==> src/rtl/seg_pkg.sv <==
// Shared codes for the stopwatch 7-segment bus: active-low digit patterns,
// one-hot-low anode codes and digit slot indices.
package seg_pkg;

   localparam logic [6:0] SEG_D0    = 7'b1000000;
   localparam logic [6:0] SEG_D1    = 7'b1111001;
   localparam logic [6:0] SEG_D2    = 7'b0100100;
   localparam logic [6:0] SEG_D3    = 7'b0110000;
   localparam logic [6:0] SEG_D4    = 7'b0011001;
   localparam logic [6:0] SEG_D5    = 7'b0010010;
   localparam logic [6:0] SEG_D6    = 7'b0000010;
   localparam logic [6:0] SEG_D7    = 7'b1111000;
   localparam logic [6:0] SEG_D8    = 7'b0000000;
   localparam logic [6:0] SEG_D9    = 7'b0011000;
   localparam logic [6:0] SEG_BLANK = 7'b1111111;

   localparam logic [3:0] AN_SLOT3 = 4'b1110;
   localparam logic [3:0] AN_SLOT2 = 4'b1101;
   localparam logic [3:0] AN_SLOT1 = 4'b1011;
   localparam logic [3:0] AN_SLOT0 = 4'b0111;

   localparam logic [1:0] SLOT_SEC_ONES = 2'd0;
   localparam logic [1:0] SLOT_SEC_TENS = 2'd1;
   localparam logic [1:0] SLOT_MIN_ONES = 2'd2;
   localparam logic [1:0] SLOT_MIN_TENS = 2'd3;

endpackage

==> src/rtl/seg_pattern_decode.sv <==
// Combinational decode of an active-low 7-segment pattern into a BCD digit,
// a blank flag and an invalid flag.
module seg_pattern_decode
   import seg_pkg::*;
(
   input  logic [6:0] pattern,
   output logic [3:0] digit,
   output logic       blank,
   output logic       invalid
);

   always_comb begin
      digit   = 4'd0;
      blank   = 1'b0;
      invalid = 1'b0;
      case (pattern)
         SEG_D0:    digit = 4'd0;
         SEG_D1:    digit = 4'd1;
         SEG_D2:    digit = 4'd2;
         SEG_D3:    digit = 4'd3;
         SEG_D4:    digit = 4'd4;
         SEG_D5:    digit = 4'd5;
         SEG_D6:    digit = 4'd6;
         SEG_D7:    digit = 4'd7;
         SEG_D8:    digit = 4'd8;
         SEG_D9:    digit = 4'd9;
         SEG_BLANK: blank = 1'b1;
         default:   invalid = 1'b1;
      endcase
   end

endmodule

==> src/rtl/seg_scan_decoder.sv <==
// Readback monitor for the multiplexed 7-segment bus: synchronizes, filters and
// decodes each scanned digit, then publishes complete MM:SS frames.
module seg_scan_decoder
   import seg_pkg::*;
#(
   parameter int STABLE_CYCLES = 4,
   parameter int CNT_W         = 3
) (
   input  logic        clk,
   input  logic        rst_n,
   input  logic [6:0]  seg,
   input  logic [3:0]  an,
   output logic [15:0] digits,
   output logic [3:0]  blank_mask,
   output logic [5:0]  minutes,
   output logic [5:0]  seconds,
   output logic        frame_valid,
   output logic        err
);

   localparam logic [CNT_W-1:0] CNT_MAX = CNT_W'(STABLE_CYCLES - 1);
   localparam logic [CNT_W-1:0] CNT_ARM = CNT_W'(STABLE_CYCLES - 2);

   logic [6:0]       seg_p0, seg_s, seg_prev;
   logic [3:0]       an_p0, an_s, an_prev;
   logic [CNT_W-1:0] cnt;
   logic             armed;
   logic             same, capture;
   logic             slot_valid;
   logic [1:0]       slot;
   logic [3:0]       dec_digit;
   logic             dec_blank, dec_invalid;
   logic             take, bad, publish;
   logic [3:0]       seen, seen_nxt;
   logic [15:0]      stage_digits, stage_digits_nxt;
   logic [3:0]       stage_blank, stage_blank_nxt;

   function automatic logic [5:0] bcd_to_bin(input logic [3:0] tens, input logic [3:0] ones);
      logic [6:0] sum;
      sum = 7'(tens) * 7'd10 + 7'(ones);
      return sum[5:0];
   endfunction

   // Sync stage plus stability filter; sync flops idle high like an undriven bus
   always_ff @(posedge clk or negedge rst_n) begin
      if (!rst_n) begin
         seg_p0   <= '1;
         seg_s    <= '1;
         an_p0    <= '1;
         an_s     <= '1;
         seg_prev <= '1;
         an_prev  <= '1;
         cnt      <= '0;
         armed    <= 1'b1;
      end else begin
         seg_p0   <= seg;
         seg_s    <= seg_p0;
         an_p0    <= an;
         an_s     <= an_p0;
         seg_prev <= seg_s;
         an_prev  <= an_s;
         if (!same) begin
            cnt   <= '0;
            armed <= 1'b1;
         end else begin
            if (cnt != CNT_MAX) cnt <= cnt + 1'b1;
            if (capture) armed <= 1'b0;
         end
      end
   end

   assign same    = ({an_s, seg_s} == {an_prev, seg_prev});
   assign capture = same && armed && (cnt == CNT_ARM);

   always_comb begin
      slot_valid = 1'b1;
      slot       = SLOT_SEC_ONES;
      case (an_s)
         AN_SLOT3: slot = SLOT_MIN_TENS;
         AN_SLOT2: slot = SLOT_MIN_ONES;
         AN_SLOT1: slot = SLOT_SEC_TENS;
         AN_SLOT0: slot = SLOT_SEC_ONES;
         default:  slot_valid = 1'b0;
      endcase
   end

   seg_pattern_decode u_decode (
      .pattern (seg_s),
      .digit   (dec_digit),
      .blank   (dec_blank),
      .invalid (dec_invalid)
   );

   assign take = capture && slot_valid && !dec_invalid;
   assign bad  = capture && slot_valid && dec_invalid;

   // The capture in flight is merged here so a frame can publish on its own edge
   always_comb begin
      stage_digits_nxt = stage_digits;
      stage_blank_nxt  = stage_blank;
      seen_nxt         = seen;
      if (take) begin
         stage_digits_nxt[{slot, 2'b00} +: 4] = dec_digit;
         stage_blank_nxt[slot]                = dec_blank;
         seen_nxt[slot]                       = 1'b1;
      end
   end

   assign publish = take && (seen_nxt == 4'b1111);

   always_ff @(posedge clk) begin
      stage_digits <= stage_digits_nxt;
      stage_blank  <= stage_blank_nxt;
   end

   // Frame publish stage
   always_ff @(posedge clk or negedge rst_n) begin
      if (!rst_n) begin
         seen        <= '0;
         digits      <= '0;
         blank_mask  <= '0;
         minutes     <= '0;
         seconds     <= '0;
         frame_valid <= 1'b0;
         err         <= 1'b0;
      end else begin
         frame_valid <= publish;
         if (bad) err <= 1'b1;
         if (publish) begin
            seen       <= '0;
            digits     <= stage_digits_nxt;
            blank_mask <= stage_blank_nxt;
            if (stage_blank_nxt == 4'b0000) begin
               minutes <= bcd_to_bin(stage_digits_nxt[15:12], stage_digits_nxt[11:8]);
               seconds <= bcd_to_bin(stage_digits_nxt[7:4], stage_digits_nxt[3:0]);
            end
         end else begin
            seen <= seen_nxt;
         end
      end
   end

endmodule

==> config.mk <==
export PLATFORM = sky130hd
export DESIGN_NAME = seg_scan_decoder
export DESIGN_NICKNAME = d
export VERILOG_FILES = /design/src/rtl/seg_pkg.sv /design/src/rtl/seg_pattern_decode.sv /design/src/rtl/seg_scan_decoder.sv
export SDC_FILE = /design/constraint.sdc
export NUM_CORES = 1
export LEC_CHECK = 0
export CAP_MARGIN = 20
export CELL_PAD_IN_SITES_DETAIL_PLACEMENT = 0
export CELL_PAD_IN_SITES_GLOBAL_PLACEMENT = 1
export CORE_MARGIN = 2
export CORE_UTILIZATION = 48
export CTS_CLUSTER_SIZE = 16
export DETAILED_ROUTE_END_ITERATION = 6
export PLACE_DENSITY = 0.95
export SYNTH_ARGS = -nofsm -noshare
export SYNTH_HDL_FRONTEND = slang
export SYNTH_HIERARCHICAL = 1
export SYNTH_SLANG_ARGS = --single-unit
==> constraint.sdc <==
create_clock -name clk -period 13.57 [get_ports clk]
set_input_delay 2.0355 -clock clk [delete_from_list [all_inputs] [get_ports clk]]
set_output_delay 2.0355 -clock clk [all_outputs]
set_load 0.005 [all_outputs]
=== Yosys cells after proc, flatten, opt, wreduce, memory -nomap -nowiden ===
Cells that the tools add are included.

* Reductions and logical operators: 12
* Order comparisons: 2
* Bitwise logic cells: 1
* Equality and inequality tests: 20
* Shift-type cells: 2
* $mul: 2
* Add/subtract/negate cells: 4
* Multiplexer cells: 17

{| class="wikitable"
|+ Operators by type and width
! kind !! count
|-
| one-hot mux 4 bit (9 select lines) || 1
|-
| == test 7 bit, second input constant || 4
|-
| == test 7 x 5 -> 1 bit, second input constant || 3
|-
| bitwise mux 16 bit || 1
|-
| == test 4 bit, second input constant || 4
|-
| two-way mux 16 bit || 1
|-
| variable shift 4 x 6 -> 16 bit, first input constant || 1
|-
| variable part select 4 x 6 -> 16 bit || 1
|-
| == test 7 x 6 -> 1 bit, second input constant || 2
|-
| adder 6 x 4 -> 6 bit || 2
|-
| two-way mux 4 bit || 3
|-
| == test 11 bit || 1
|-
| OR reduction 11 bit || 1
|-
| multiplier 4 x 3 -> 5 bit, second input constant || 2
|-
| == test 7 x 2 -> 1 bit, second input constant || 1
|-
| logical AND 1 bit || 7
|-
| logical NOT 7 bit || 1
|-
| two-way mux 1 bit || 6
|-
| two-way mux 3 bit || 2
|-
| negation 4 -> 6 bit || 1
|-
| one-hot mux 2 bit (3 select lines) || 1
|-
| bitwise mux 4 bit || 1
|-
| == test 4 x 3 -> 1 bit, second input constant || 1
|-
| logical NOT 4 bit || 1
|-
| other kinds (10) || 11
|}

* Bits in registers: 95
* Input port bits: 13
* Output and inout bits: 34

=== Logic depth before layout (Yosys ltp) ===
Gate-level depths: netlist of the first run.

* Word-level depth: 11
* Depth in mapped cells: 19
* Mapped depth without buffers: 17

=== Modules after synthesis ===
The synthesis of the first run kept the hierarchy.

{| class="wikitable"
|+ Modules (own cells, without submodules)
! module !! times used !! sequential area each (um2) !! cells each !! area each (um2)
|-
| seg_scan_decoder || 1 || 2,319.7 || 346 || 3,996.3
|-
| seg_pattern_decode || 1 || 0.0 || 38 || 237.7
|}

=== Least setup slack after synthesis of the first run ===
No wires, ideal clock.

* Kind: register to register
* From: reg seg_s[6]
* To: reg seconds[4]
* Arrival: 4.504 ns
* Buffers on the path: 1
* Setup time: 0.095 ns
* Setup slack: 8.971 ns
* Cell stages (with the launch flop): 17
* Required time: 13.475 ns
* Clock period less this slack: 4.599 ns
* Cells stage by stage: dfstp_2 clkbuf_1 and3b_1 a21oi_1 o41ai_1 a211oi_1 nor4bb_1 nand4_1 nor4_4 nand2_1 o21ai_0 ha_1 ha_1 and3_1 mux2_2 and2_1 o31ai_1

{| class="wikitable"
|+ RTL lines
! element !! line !! RTL
|-
| start: declaration || seg_scan_decoder.sv:24 || <nowiki>logic [6:0] seg_p0, seg_s, seg_prev;</nowiki>
|-
| start signal: assignment || seg_scan_decoder.sv:57 || <nowiki>seg_s <= seg_p0;</nowiki>
|-
| == test 7 x 5 -> 1 bit, or another cell as far along || seg_pattern_decode.sv:16 || <nowiki>case (pattern)</nowiki>
|-
| one-hot mux 4 bit (9 select lines) * || seg_pattern_decode.sv:16 ||
|-
| named net dec_digit[2] || seg_scan_decoder.sv:31 || <nowiki>logic [3:0] dec_digit;</nowiki>
|-
| variable part select 4 x 6 -> 16 bit * || seg_scan_decoder.sv:103 || <nowiki>stage_digits_nxt[{slot, 2'b00} +: 4] = dec_digit;</nowiki>
|-
| bitwise mux 16 bit * || seg_scan_decoder.sv:103 ||
|-
| two-way mux 16 bit * || seg_scan_decoder.sv:102 || <nowiki>if (take) begin</nowiki>
|-
| named net stage_digits_nxt[5] || seg_scan_decoder.sv:35 || <nowiki>logic [15:0] stage_digits, stage_digits_nxt;</nowiki>
|-
| multiplier 4 x 3 -> 5 bit * || seg_scan_decoder.sv:40 || <nowiki>sum = 7'(tens) * 7'd10 + 7'(ones);</nowiki>
|-
| adder 6 x 4 -> 6 bit * || seg_scan_decoder.sv:40 ||
|-
| end signal: assignment || seg_scan_decoder.sv:135 || <nowiki>seconds <= bcd_to_bin(stage_digits_nxt[7:4], stage_digits_nxt[3:0]);</nowiki>
|-
| end: declaration || seg_scan_decoder.sv:16 || <nowiki>output logic [5:0] seconds,</nowiki>
|}

Mark *: on every way through the listed nets, which the timed path passes. The rest lies on a longest branch.
A chain may end at the register's enable or synchronous reset.

=== Worst setup path after layout of the first run ===
* From: reg seg_s[5]
* To: reg seconds[4]

The elaborated chain is that of the path after synthesis.

==> flow_metrics.py, run 1 <==
metrics = {
    "clock_tree": {
        "root_buffer": "clkbuf_8",
        "clk_pin_slew_ns": 0.10,
        "htree_levels": 3,
        "clock_sinks": 95,
        "tritoncts": "built",
        "clock_latency_ns": 0.36,
        "post_cts_resized": 0,
        "cts_buffer_depth": 2,
        "cts_buffers": 9,
        "postCtsHoldBufs": 0,
        "postCtsSetupBuffers": 0,
    },
    "placed_design": {
        "dpl.hpwl_um": 5380,
        "dp.cells": 525,
        "gp_congestion": 0.849,
        "port_buffers": 46,
    },
    "drt": {
        "drtPass1Iterations": 4,
        "vias_per_cell": 5.22,
        "via_count": 2822,
        "ant_nets": 0,
        "drcViolationCount": 0,
        "wl_per_cell_um": 14.2,
        "wl_um": 7700,
        "drt_iter0_drc": 97,
    },
    "synthesis": {
        "syn_area_sq_um": 4230,
        "yosysTopAreaCellShare_pct": 24.2,
        "synth_area_leaders": "dfrtp_1 (24%), dfstp_2 (21%), dfxtp_1 (9.5%)",
        "syn_inst": 384,
        "synth_nets": 422,
        "synth_area_per_cell_sq_um": 11.0,
        "synthDistinctLibCells": 54,
        "yosys_warnings": 6,
        "synth_edf_count": 0,
        "yosysMostFrequentCell": "nand2_1",
        "ys_ff_latch": 95,
        "ys_top_cells_by_count": "nand2_1 (50), dfrtp_1 (41), dfstp_2 (34)",
        "synthArstFlopShare_pct": 78.9,
        "synth_largest_area_cell": "dfrtp_1",
        "synth_ff_type": "dfrtp_1",
        "yosysSeqAreaShare_pct": 54.8,
    },
    "outcome": {
        "outcome": "completed",
    },
    "setup_path": {
        "worstReg2RegEnd": "seconds[4]",
        "crit_path_end": "seconds[4]",
        "cpMaxStageDelayCell": "o41ai_1",
        "worstSetupPathType": "register to register",
        "r2r_cells": 15,
        "cp_common_cell": "ha_1",
        "cp-start-kind": "register",
        "cp_cell_sequence": "and3b_1 > a21oi_1 > o41ai_1 > a211oi_1 > nor4bb_1 > nand4_1 > nor4_4 > nand2_1 > o21ai_0 > ha_1 > ha_1 > and3_1 > mux2_2 > and2_1 > o31ai_1",
        "r2r_start": "seg_s[5]",
        "cp-startpoint": "seg_s[5]",
        "cp_max_fo": 17,
        "endpoint_kind": "register",
        "reg2reg_setup_slack_ns": 7.95,
        "cp_data_arrival_time_ns": 5.89,
        "required_ns": 13.84,
        "critPathMaxStageDelay_ns": 0.75,
    },
    "sta": {
        "setup_viol": 0,
        "fin_crit_ns": 5.62,
        "tightest_slew_ns": 0.919,
        "finalCritPeriodShare_pct": 41.5,
        "maxSlewViolCount": 0,
        "rsz0062_at_grt": "no",
        "hold_viol_final": 0,
        "tns_ns": 0,
        "relSlewSlack_pct": 37.9,
        "fin_skew_ns": 0.00922,
        "fmax_ghz": 0.178,
    },
    "flow_run": {
        "drv_cap": 0,
    },
    "final_layout": {
        "area_growth_pct": 16.9,
        "drive_gt1_share_pct": 18.5,
        "n_antenna_cell": 0,
        "stdcell_count": 541,
        "fin_nets": 466,
    },
    "power_and_ir_drop": {
        "leakage_nw": 2.19,
        "finalPower_mw": 0.497,
        "ir_drop_mv": 0.0590,
        "p_per_area_nw_per_um2": 100,
    },
    "die": {
        "coreArea_sq_um": 8640,
        "dieArea_sq_um": 9590,
        "initial_utilization_pct": 49.0,
        "die_x_um": 97.9,
        "rows": 34,
        "io_pins": 47,
        "die_y_um": 97.9,
    },
    "global_route": {
        "grt_usage_pct": 17.3,
        "grt_pass1_wl_um": 13600,
        "grt_pass1_vias": 2849,
        "grt_remaining_overflow": 0,
        "antenna_found_initial": 0,
        "grt_max_degree": 76,
    },
    "hold_path": {
        "min_path_type": "register to register",
    },
}
-- report_power, final --
group | internal (mW) | switching (mW) | leakage, nW
registers | 0.291 | 0.00576 | 1.09
clock network | 0.0708 | 0.106 | 0.0985
logic | 0.0100 | 0.0130 | 0.997
-- worst min-delay path by stage --
stage          startpoint       end  cells past startpoint
4_1_cts         seg_p0[4]  seg_s[4]                      0
2_1_floorplan    an_p0[0]   an_s[0]                      0
3_5_place_dp    seg_p0[2]  seg_s[2]                      0
6_report         an_p0[2]   an_s[2]                      0
3_3_place_gp     an_p0[3]   an_s[3]                      0
5_1_grt         seg_p0[4]  seg_s[4]                      0
-- state kept, by name, indices dropped and copies added, names as in the netlist --
name          cells
stage_digits     16
blank_mask        4
err               1
seg_p0            7
minutes           6
an_prev           4
seen              4
armed             1
seg_prev          7
stage_blank       4
digits           16
an_s              4
cnt               3
seconds           6
frame_valid       1
an_p0             4
seg_s             7
-- through the flow --
stage	util, %	area (sq um)	setup WS [ns]	hold WS, ns
after floorplan	-	4230	8.97	0.345
after global placement	55.2	4760	8.33	0.346
after detailed placement	55.2	4760	8.07	0.347
after CTS	57.3	4950	7.93	0.361
after global routing	57.3	4950	7.37	0.366
final	57.3	4950	7.95	0.360
-- cells in the final DEF (no fill, tap or decap), types with 14 or more instances in the layout --
cell and n:
dfstp_2 34, inv_1 14, dfxtp_1 20, nor2_1 29
xnor2_1 20, ha_1 23, a21oi_1 19, o21ai_0 26
clkdlybuf4s50_1 45, mux2_2 17, nand2_1 50, dfrtp_1 41
-- kinds of logic after synthesis --
kind of cell | Yosys count | share of synthesized area [%]
buffers and inverters | 29 | 2.96
muxes | 20 | 5.23
AOI/OAI and AO/OA | 71 | 10.3
and+or+nand+nor | 117 | 13.4
xor gates and xnor gates | 27 | 5.59
adders and majority gates | 25 | 7.74
DFF | 95 | 54.8
-- final cells by class --
| cell class | count | area [sq um] |
|---|---|---|
| clock buffers | 9 | 124 |
| clock inverters | 7 | 61.3 |
| fillers | 717 | 3690 |
| inverters | 15 | 56.3 |
| multi-input cells | 260 | 1790 |
| flip-flops and latches | 95 | 2320 |
| well taps | 108 | 135 |
| repair buffers | 47 | 463 |
-- per-layer routing --
metal	track usage [%]	part of all wire, %
met1	24.2	48
met2	27.4	47
met3	3.79	3.5
met4	4.91	1.5
met5	0	0
-- worst max-delay path, delay by kind of cell (launching register included) --
| family | cells | cell delay (ns) |
|---|---|---|
| multiplexers | 1 | 0.26 |
| AND/OR/NAND/NOR | 7 | 2.19 |
| adder cells (fa/ha/maj) | 2 | 0.69 |
| flip-flops | 1 | 0.66 |
| AO/OA/AOI/OAI | 5 | 1.74 |
Power figures use the tool's default switching activity.
==> run 2, diff against run 1 <==
- CORE_UTILIZATION: 48 -> 44
- PLACE_DENSITY: 0.95 -> 0.89
- clock period: 13.57 -> 5.8 ns (I/O delays scaled with it)
==> flow_metrics.py, run 2 (synthesized netlist as in run 1, its figures left out) <==
metrics = {
    "power_and_ir_drop": {
        "ir_drop_mv": 0.176,
        "p_per_area_nw_per_um2": 238,
        "leakage_nw": 2.21,
    },
    "die": {
        "initial_utilization_pct": 45.6,
        "io_pins": 47,
        "coreArea_sq_um": 9280,
        "die_y_um": 102,
        "die_x_um": 102,
        "rows": 35,
        "dieArea_sq_um": 10400,
    },
    "final_layout": {
        "fin_nets": 469,
        "fin_area_sq_um": 5020,
        "area_growth_pct": 18.6,
        "drive_gt1_share_pct": 19.0,
        "largest_registers": "digits (16), stage_digits (16)",
        "layout_commonest_cell": "nand2_1",
        "n_antenna_cell": 0,
        "stdcell_count": 565,
        "layout_common_cells": "nand2_1 (50), clkdlybuf4s50_1 (45), dfrtp_1 (41), dfstp_2 (34), nor2_1 (29)",
    },
    "setup_path": {
        "cp_data_arrival_time_ns": 5.41,
        "endpoint_kind": "register",
        "critPathMaxStageDelay_ns": 0.66,
        "critPathBufInv": 1,
        "cpMaxStageDelayCell": "dfstp_2",
        "cp-start-kind": "register",
        "cp_num_cells": 15,
        "cp_max_fo": 12,
        "critical-path-top-delay-family": "simple AND/OR/NAND/NOR gates",
        "r2r_cells": 15,
        "cp_cell_sequence": "clkinv_1 > or3_1 > a2111oi_2 > a211oi_1 > nor4bb_1 > nand4_1 > nor4_4 > nand2_1 > o21ai_0 > ha_1 > ha_1 > and3_1 > mux2_2 > and2_1 > o31ai_1",
        "required_ns": 6.08,
        "worstSetupPathType": "register to register",
        "cp_common_cell": "ha_1",
    },
    "hold_path": {
        "min_path_type": "register to register",
        "hold_depth": 0,
    },
    "global_route": {
        "grt_usage_pct": 16.5,
        "grt_max_degree": 76,
        "grt_pass1_wl_um": 13500,
        "antenna_found_initial": 0,
        "grt_remaining_overflow": 0,
        "grt_pass1_vias": 2889,
    },
    "flow_run": {
        "drv_cap": 0,
    },
    "clock_tree": {
        "tritoncts": "built",
        "htree_levels": 3,
        "cts_buffer_depth": 2,
        "clock_latency_ns": 0.36,
        "clk_pin_slew_ns": 0.10,
        "postCtsHoldBufs": 0,
        "postCtsSetupBuffers": 0,
        "cts_buffers": 9,
        "post_cts_resized": 0,
        "clock_sinks": 95,
        "root_buffer": "clkbuf_8",
    },
    "drt": {
        "drtPass1Iterations": 4,
        "ant_nets": 0,
        "drt_iter0_drc": 96,
        "via_count": 2840,
        "wl_um": 7750,
        "vias_per_cell": 5.03,
        "wl_per_cell_um": 13.7,
        "drcViolationCount": 0,
    },
    "sta": {
        "relSlewSlack_pct": 38.4,
        "maxSlewViolCount": 0,
        "fin_skew_ns": 0.0104,
        "tightest_slew_ns": 0.924,
        "hold_viol_final": 0,
        "rsz0062_at_grt": "no",
        "fmax_ghz": 0.195,
        "hold_slack_ns": 0.359,
        "finalCritPeriodShare_pct": 88.4,
        "fin_crit_ns": 5.13,
        "tns_ns": 0,
        "setup_viol": 0,
    },
    "placed_design": {
        "gp_congestion": 0.784,
        "place_area_sq_um": 4810,
        "dp.cells": 549,
        "port_buffers": 46,
        "dpl.hpwl_um": 5440,
    },
    "outcome": {
        "outcome": "completed",
    },
}
[run 2: path summary, 6_finish.rpt]
| path | from | end | slack (ns) |
|---|---|---|---|
| setup / recovery | seg_s[5] | seconds[4] | 0.67 |
| hold / removal | seg_p0[6] | seg_s[6] | 0.36 |
| setup reg to reg | seg_s[5] | seconds[4] | 0.67 |
| hold reg to reg | seg_p0[6] | seg_s[6] | 0.36 |
| max in group asynchronous | rst_n | minutes[5] | 4.49 |
| min in group asynchronous | rst_n | cnt[1] | 0.74 |
[run 2: cell type report]
type	instances	area, sq um
Timing Repair Buffer	50	485
Fill cell	846	4260
Tap cell	129	161
Multi-Input combinational cell	260	1790
Clock inverter	6	70.1
Inverter	15	56.3
Clock buffer	10	138
Sequential cell	95	2320
[run 2: routing by layer]
layer | track usage, % | share of wire [%] | vias to the layer above
li1 | - | - | 1404
met1 | 21.5 | 48 | 1374
met2 | 26.9 | 48 | 52
met3 | 3.63 | 3.1 | 10
met4 | 6.26 | 1.6 | 0
met5 | 0 | 0 | -
[run 2: power by group]
group	total, mW	internal [mW]	switching, mW
registers	0.695	0.681	0.0133
logic	0.0541	0.0236	0.0305
clock network	0.448	0.213	0.235
[run 2: through the flow]
step,worst slack [ns],util [%],power (mW)
finish,0.675,54.1,1.20
global route,0.176,54.1,1.24
CTS,0.689,54.1,1.21
detailed placement,0.759,51.8,0.762
global placement,0.968,51.8,0.760
floorplan,1.20,-,0.735
